## src/rtl/hazard_pkg.sv

```systemverilog
// hazard_pkg: shared defaults, unused-source marker and forward-source encoding for the hazard scoreboard
package hazard_pkg;
    localparam int DEPTH_DEF    = 3;
    localparam int TW_DEF       = 2;
    localparam int MULT_LAT_DEF = 5;
    localparam int DIV_LAT_DEF  = 10;
    localparam logic [TW_DEF-1:0] TUSE_NONE = '1;

    typedef enum logic [1:0] {
        FWD_RF = 2'd0,
        FWD_E  = 2'd1,
        FWD_M  = 2'd2,
        FWD_W  = 2'd3
    } fwd_sel_e;

    function automatic int cnt_width(input int a, input int b);
        return $clog2((a > b ? a : b) + 1);
    endfunction
endpackage

```

## src/rtl/hazard_scoreboard_if.sv

```systemverilog
// hazard_scoreboard_if: decode-stage request bundle and hazard/forward responses
interface hazard_scoreboard_if #(
    parameter int DEPTH = hazard_pkg::DEPTH_DEF,
    parameter int TW    = hazard_pkg::TW_DEF
);
    localparam int FW = $clog2(DEPTH + 1);
    logic          d_valid;
    logic [4:0]    d_rs;
    logic [4:0]    d_rt;
    logic [TW-1:0] d_tuse_rs;
    logic [TW-1:0] d_tuse_rt;
    logic [4:0]    d_waddr;
    logic [TW-1:0] d_tnew;
    logic          d_md_start;
    logic          d_md_div;
    logic          d_uses_hilo;
    logic          stall;
    logic [FW-1:0] fwd_rs;
    logic [FW-1:0] fwd_rt;
    logic          md_busy;

    modport master (
        output d_valid, d_rs, d_rt, d_tuse_rs, d_tuse_rt, d_waddr, d_tnew, d_md_start, d_md_div, d_uses_hilo,
        input  stall, fwd_rs, fwd_rt, md_busy
    );
    modport slave (
        input  d_valid, d_rs, d_rt, d_tuse_rs, d_tuse_rt, d_waddr, d_tnew, d_md_start, d_md_div, d_uses_hilo,
        output stall, fwd_rs, fwd_rt, md_busy
    );
endinterface

```

## src/rtl/md_busy_counter.sv

```systemverilog
// md_busy_counter: HI/LO busy countdown, reloaded on every accepted mult/div issue
module md_busy_counter
    import hazard_pkg::*;
#(
    parameter int MULT_LAT = MULT_LAT_DEF,
    parameter int DIV_LAT  = DIV_LAT_DEF
) (
    input  logic clk,
    input  logic reset_n,
    input  logic load_i,
    input  logic div_i,
    output logic busy_o
);
    localparam int CW = cnt_width(MULT_LAT, DIV_LAT);
    logic [CW-1:0] cnt_q, cnt_d;

    always_comb cnt_d = load_i ? (div_i ? CW'(DIV_LAT) : CW'(MULT_LAT)) : cnt_q - CW'(cnt_q != '0);

    always_ff @(posedge clk or negedge reset_n)
        if (!reset_n) cnt_q <= '0;
        else          cnt_q <= cnt_d;

    assign busy_o = cnt_q != '0;
endmodule

```

## src/rtl/hazard_scoreboard.sv

```systemverilog
// hazard_scoreboard: tracks in-flight writers after D and derives stall and forward selects
module hazard_scoreboard
    import hazard_pkg::*;
#(
    parameter int DEPTH    = DEPTH_DEF,
    parameter int TW       = TW_DEF,
    parameter int MULT_LAT = MULT_LAT_DEF,
    parameter int DIV_LAT  = DIV_LAT_DEF
) (
    input logic clk,
    input logic reset_n,
    hazard_scoreboard_if.slave bus
);
    localparam int FW = $clog2(DEPTH + 1);
    logic [DEPTH-1:0] valid_q, valid_d;
    logic [4:0]       waddr_q [DEPTH];
    logic [4:0]       waddr_d [DEPTH];
    logic [TW-1:0]    tnew_q [DEPTH];
    logic [TW-1:0]    tnew_d [DEPTH];
    logic [4:0]       src [2];
    logic [TW-1:0]    tuse [2];
    logic [1:0]       dstall;
    logic [FW-1:0]    fwd [2];
    logic             md_busy, stall, accept;

    assign src[0]  = bus.d_rs;
    assign src[1]  = bus.d_rt;
    assign tuse[0] = bus.d_tuse_rs;
    assign tuse[1] = bus.d_tuse_rt;

    // Scan oldest to youngest so the lowest-index match has the final say
    always_comb begin
        dstall = '0;
        for (int s = 0; s < 2; s++) begin
            fwd[s] = '0;
            for (int k = DEPTH - 1; k >= 0; k--)
                if (valid_q[k] && waddr_q[k] != 5'd0 && waddr_q[k] == src[s]) begin
                    dstall[s] = (tuse[s] != '1) && (tuse[s] < tnew_q[k]);
                    fwd[s]    = (tnew_q[k] == '0) ? FW'(k + 1) : '0;
                end
        end
    end

    assign stall  = bus.d_valid & ((|dstall) | (bus.d_uses_hilo & md_busy));
    assign accept = bus.d_valid & ~stall;

    always_comb begin
        valid_d[0] = accept;
        waddr_d[0] = bus.d_waddr;
        tnew_d[0]  = bus.d_tnew;
        for (int k = 1; k < DEPTH; k++) begin
            valid_d[k] = valid_q[k-1];
            waddr_d[k] = waddr_q[k-1];
            tnew_d[k]  = tnew_q[k-1] - TW'(tnew_q[k-1] != '0);
        end
    end

    always_ff @(posedge clk or negedge reset_n)
        if (!reset_n) begin
            valid_q <= '0;
            waddr_q <= '{default: '0};
            tnew_q  <= '{default: '0};
        end else begin
            valid_q <= valid_d;
            waddr_q <= waddr_d;
            tnew_q  <= tnew_d;
        end

    md_busy_counter #(.MULT_LAT(MULT_LAT), .DIV_LAT(DIV_LAT)) u_md (
        .clk    (clk),
        .reset_n(reset_n),
        .load_i (accept & bus.d_md_start),
        .div_i  (bus.d_md_div),
        .busy_o (md_busy)
    );

    assign bus.stall   = stall;
    assign bus.fwd_rs  = fwd[0];
    assign bus.fwd_rt  = fwd[1];
    assign bus.md_busy = md_busy;
endmodule

```

## src/flat_wrapper.sv

```systemverilog
// flat-port wrapper written by rule: the top's interface ports become plain ports
module hazard_scoreboard_flat import hazard_pkg::*;
#(
    parameter int DEPTH    = DEPTH_DEF,
    parameter int TW       = TW_DEF,
    parameter int MULT_LAT = MULT_LAT_DEF,
    parameter int DIV_LAT  = DIV_LAT_DEF
)
  (clk, reset_n, bus_d_valid, bus_d_rs, bus_d_rt, bus_d_tuse_rs, bus_d_tuse_rt, bus_d_waddr, bus_d_tnew, bus_d_md_start, bus_d_md_div, bus_d_uses_hilo, bus_stall, bus_fwd_rs, bus_fwd_rt, bus_md_busy);
  hazard_scoreboard_if #(.DEPTH(DEPTH), .TW(TW)) bus_i ();
  input logic clk;
  input logic reset_n;
  input wire logic [$bits(bus_i.d_valid)-1:0] bus_d_valid;
  input wire logic [$bits(bus_i.d_rs)-1:0] bus_d_rs;
  input wire logic [$bits(bus_i.d_rt)-1:0] bus_d_rt;
  input wire logic [$bits(bus_i.d_tuse_rs)-1:0] bus_d_tuse_rs;
  input wire logic [$bits(bus_i.d_tuse_rt)-1:0] bus_d_tuse_rt;
  input wire logic [$bits(bus_i.d_waddr)-1:0] bus_d_waddr;
  input wire logic [$bits(bus_i.d_tnew)-1:0] bus_d_tnew;
  input wire logic [$bits(bus_i.d_md_start)-1:0] bus_d_md_start;
  input wire logic [$bits(bus_i.d_md_div)-1:0] bus_d_md_div;
  input wire logic [$bits(bus_i.d_uses_hilo)-1:0] bus_d_uses_hilo;
  output wire logic [$bits(bus_i.stall)-1:0] bus_stall;
  output wire logic [$bits(bus_i.fwd_rs)-1:0] bus_fwd_rs;
  output wire logic [$bits(bus_i.fwd_rt)-1:0] bus_fwd_rt;
  output wire logic [$bits(bus_i.md_busy)-1:0] bus_md_busy;
  assign bus_i.d_valid = bus_d_valid;
  assign bus_i.d_rs = bus_d_rs;
  assign bus_i.d_rt = bus_d_rt;
  assign bus_i.d_tuse_rs = bus_d_tuse_rs;
  assign bus_i.d_tuse_rt = bus_d_tuse_rt;
  assign bus_i.d_waddr = bus_d_waddr;
  assign bus_i.d_tnew = bus_d_tnew;
  assign bus_i.d_md_start = bus_d_md_start;
  assign bus_i.d_md_div = bus_d_md_div;
  assign bus_i.d_uses_hilo = bus_d_uses_hilo;
  assign bus_stall = bus_i.stall;
  assign bus_fwd_rs = bus_i.fwd_rs;
  assign bus_fwd_rt = bus_i.fwd_rt;
  assign bus_md_busy = bus_i.md_busy;
  hazard_scoreboard #(.DEPTH(DEPTH), .TW(TW), .MULT_LAT(MULT_LAT), .DIV_LAT(DIV_LAT)) u_core (.clk(clk), .reset_n(reset_n), .bus(bus_i));
endmodule
```

## config.mk

```make
export PLATFORM = sky130hd
export DESIGN_NAME = hazard_scoreboard_flat
export DESIGN_NICKNAME = d
export VERILOG_FILES = /design/src/rtl/hazard_pkg.sv /design/src/rtl/hazard_scoreboard_if.sv /design/src/rtl/md_busy_counter.sv /design/src/rtl/hazard_scoreboard.sv /design/src/flat_wrapper.sv
export SDC_FILE = /design/constraint.sdc
export NUM_CORES = 1
export LEC_CHECK = 0
export ABC_AREA = 1
export ABC_CLOCK_PERIOD_IN_PS = 2300
export CAP_MARGIN = 20
export CORE_ASPECT_RATIO = 0.9
export CORE_MARGIN = 1.5
export CORE_UTILIZATION = 51
export CTS_CLUSTER_DIAMETER = 30
export DETAILED_ROUTE_END_ITERATION = 8
export PLACE_DENSITY = 0.79
export SYNTH_ARGS = -nofsm -noshare
export SYNTH_HDL_FRONTEND = slang
export SYNTH_HIERARCHICAL = 1
export SYNTH_SLANG_ARGS = --single-unit
```

## constraint.sdc

```tcl
create_clock -name clk -period 2.3 [get_ports clk]
set_clock_uncertainty 0.05 [all_clocks]
set_input_delay 0.46 -clock clk [delete_from_list [all_inputs] [get_ports clk]]
set_output_delay 0.46 -clock clk [all_outputs]
set_load 0.01 [all_outputs]
```

==> out/metrics.cfg <==
[synthesis]
synth-edff-count = 0
synth_seq_cells = 28
ys.flop_type = dfrtp_1
synth_cell_types = 20
syn_area_per_cell_um2 = 7.77
syn_inst = 218
synthesis.area_um2 = 1690
ys_seq_area_share_pct = 41.4
syn_nets = 253
ys_async_sr_fraction_pct = 100
synth_warnings = 6

[clock_network]
clock_path_buffers = 2
htreeDepth = 1
cts_inserted_buffers = 3
cts_tree = built
clk_latency_ps = 270
clkTransAtPathRegs_ps = 90
cts_hold_buf = 0
cts_root_buf = clkbuf_8
clock-sinks = 28

[placed_design]
place.port_buffers = 32
numPlacedInstances = 304
globalplace.congestion = 0.839
placed_area_um2 = 2160
dp_hpwl_um = 2800
place_ws_ps = -711

[power]
powerDensity_nw_per_um2 = 562
total_power_mw = 1.30
vdd_ir_drop_max_mv = 0.577
p_leak_nw = 1.22

[timing]
timing.final.crit_share_pct = 104
fin_ws_ps = -84.2
fmax_mhz = 419
whs_ps = 330
post-route-min-period_ps = 2380
slew_headroom_pct = 76.7
maxSlewViolCount = 0
rsz0062_at_grt = true
finalSetupViolations = 1
finalHoldViolations = 0
tightestPinTransition_ps = 349
fin_setup_tns_ps = -84.2

[global_route]
globalRouteMet3Util_pct = 2.91
grt_usage_pct = 21.9
grt_start_max_net_pins = 29
first_global_vias = 1467
grt-busiest-layer = met2
met1_usage_pct = 29.8
antenna_found_initial = 0
met2_usage_pct = 36.5
grt-ovfl-total = 0
grt_first_pass_wirelength_um = 6140

[floorplanning]
pin_count = 33
fp-row-count = 19
die_h_um = 57.7
initial_core_util_pct = 54.4
die_w_um = 63.7
core_um2 = 3110
dieArea_um2 = 3670

[critical_path]
reg2reg_depth = 17
cp.required_ps = 1790
worst-endpoint-arrival_ps = 1870
worstSetupPathType = input pin to output port
startpoint_type = input pin
worstReg2RegStart = u_core/waddr_d[0]$_DFF_PN0_
reg2reg_to = u_core/u_md/cnt_q[2]$_DFF_PN0_
endpoint_kind = output port
path_max_fanout = 4
r2r_slack_ps = 110

[finish]
design_area_um2 = 2310
fin_cells = 315
nets = 309
final_layout_size_suffix_gt1_share_pct = 23.1
syn2layout_area_growth_pct = 36.4
antennaDiodeCount = 0
final_util_pct = 74.1

[route]
vias = 1532
first_pass_iters = 4
antenna_left = 0
drc = 0
via_per_inst = 4.86
drt_iter0_drc = 103
drt-total-wl_um = 3820
wl_per_cell_um = 12.1

[hold_path]
hold-path-endpoint = u_core/valid_q[1]$_DFF_PN0_
hold_path_startpoint = u_core/valid_q[0]$_DFF_PN0_
min_path_cells = 0
hold_path.class = flop to flop

[run_status]
status = finished with violations
violations = negative setup slack

[job]
cap_violations = 0

[logic make-up after synthesis]
| logic type | after synthesis | share of synthesized area, % |
|---|---|---|
| AOI/OAI and AO/OA | 10 | 3.10 |
| DFF | 28 | 41.4 |
| adders and majority gates | 8 | 5.91 |
| xor gates and xnor gates | 24 | 12.4 |
| and+or+nand+nor | 112 | 29.2 |
| buffers and inverters | 36 | 7.98 |
[synthesized netlist by cell type (2+ instances only)]
library cell	n	area (um2)
nor2_2	5	31.3
dfrtp_1	28	701
o21ai_0	6	30.0
nand3_1	17	85.1
a21oi_1	3	15.0
nand2_1	55	206
xor2_1	15	131
nand2_2	2	12.5
inv_1	35	131
nor2_1	24	90.1
ha_1	8	100
nand4_1	4	25.0
xnor2_1	9	78.8
[state kept, by name, summed over array words and instances, names as in the netlist]
| register | cells |
|---|---|
| u_core/tnew_q | 6 |
| u_core/u_md/cnt_q | 4 |
| u_core/valid_q | 3 |
| u_core/waddr_d | 10 |
| u_core/waddr_q | 5 |
[cell type report]
| type | instances | area [um2] |
|---|---|---|
| Sequential cell | 28 | 703 |
| Clock buffer | 4 | 55.1 |
| Multi-Input combinational cell | 154 | 933 |
| Timing Repair Buffer | 51 | 429 |
| Fill cell | 243 | 806 |
| Inverter | 36 | 135 |
| Tap cell | 42 | 52.6 |
[cell usage in the layout, fill, tap and decap left out, types with 5 or more instances in the layout]
| master | n |
|---|---|
| inv_1 | 29 |
| nand2_1 | 52 |
| ha_1 | 7 |
| clkdlybuf4s50_1 | 15 |
| inv_2 | 7 |
| xor2_1 | 15 |
| nand2_2 | 5 |
| buf_4 | 18 |
| nor2_2 | 6 |
| nand3_1 | 14 |
| nor2_1 | 21 |
| xnor2_1 | 8 |
| dfrtp_1 | 26 |
[worst max-delay path by stage]
| stage | start | endpoint |
|---|---|---|
| 6_report | bus_d_tuse_rt[1] | bus_stall |
| 3_3_place_gp | bus_d_tuse_rt[1] | bus_stall |
| 3_5_place_dp | bus_d_tuse_rt[1] | bus_stall |
| 4_1_cts | bus_d_tuse_rt[1] | bus_stall |
| 2_1_floorplan | bus_d_tuse_rt[1] | bus_stall |
| 5_1_grt | u_core/tnew_q[5]$_DFF_PN0_ | bus_stall |
[layer usage]
metal  vias to the layer above  wire [um]
li1                        783          -
met1                       702       1700
met2                        42       1870
met3                         5        196
met4                         0         51
met5                         -          0
[timing repair]
item                                    CTS  global route
pin swaps                                 6            20
hold endpoints to repair                  0             0
gates resized for setup                  28            42
endpoints found under the setup margin    6             5
buffers inserted                          4             3
cloned                                    0             0
[worst max-delay path, cell delays in order]
cell             delay [ps]
clkdlybuf4s15_1         260
ha_1                    330
o21ai_0                  80
nand2_1                  80
nor2_2                  120
nand3_1                 110
nand2_1                  90
nor2_2                   50
nand3_2                  70
nand2_1                  50
inv_1                    50
buf_2                   110
[power by group]
| group | total, mW | internal, mW | switching, mW |
|---|---|---|---|
| clock | 0.302 | 0.153 | 0.148 |
| sequential | 0.599 | 0.556 | 0.0430 |
| combinational | 0.397 | 0.186 | 0.211 |
| total | 1.30 | 0.896 | 0.402 |
(Power assumes the default switching activity.)
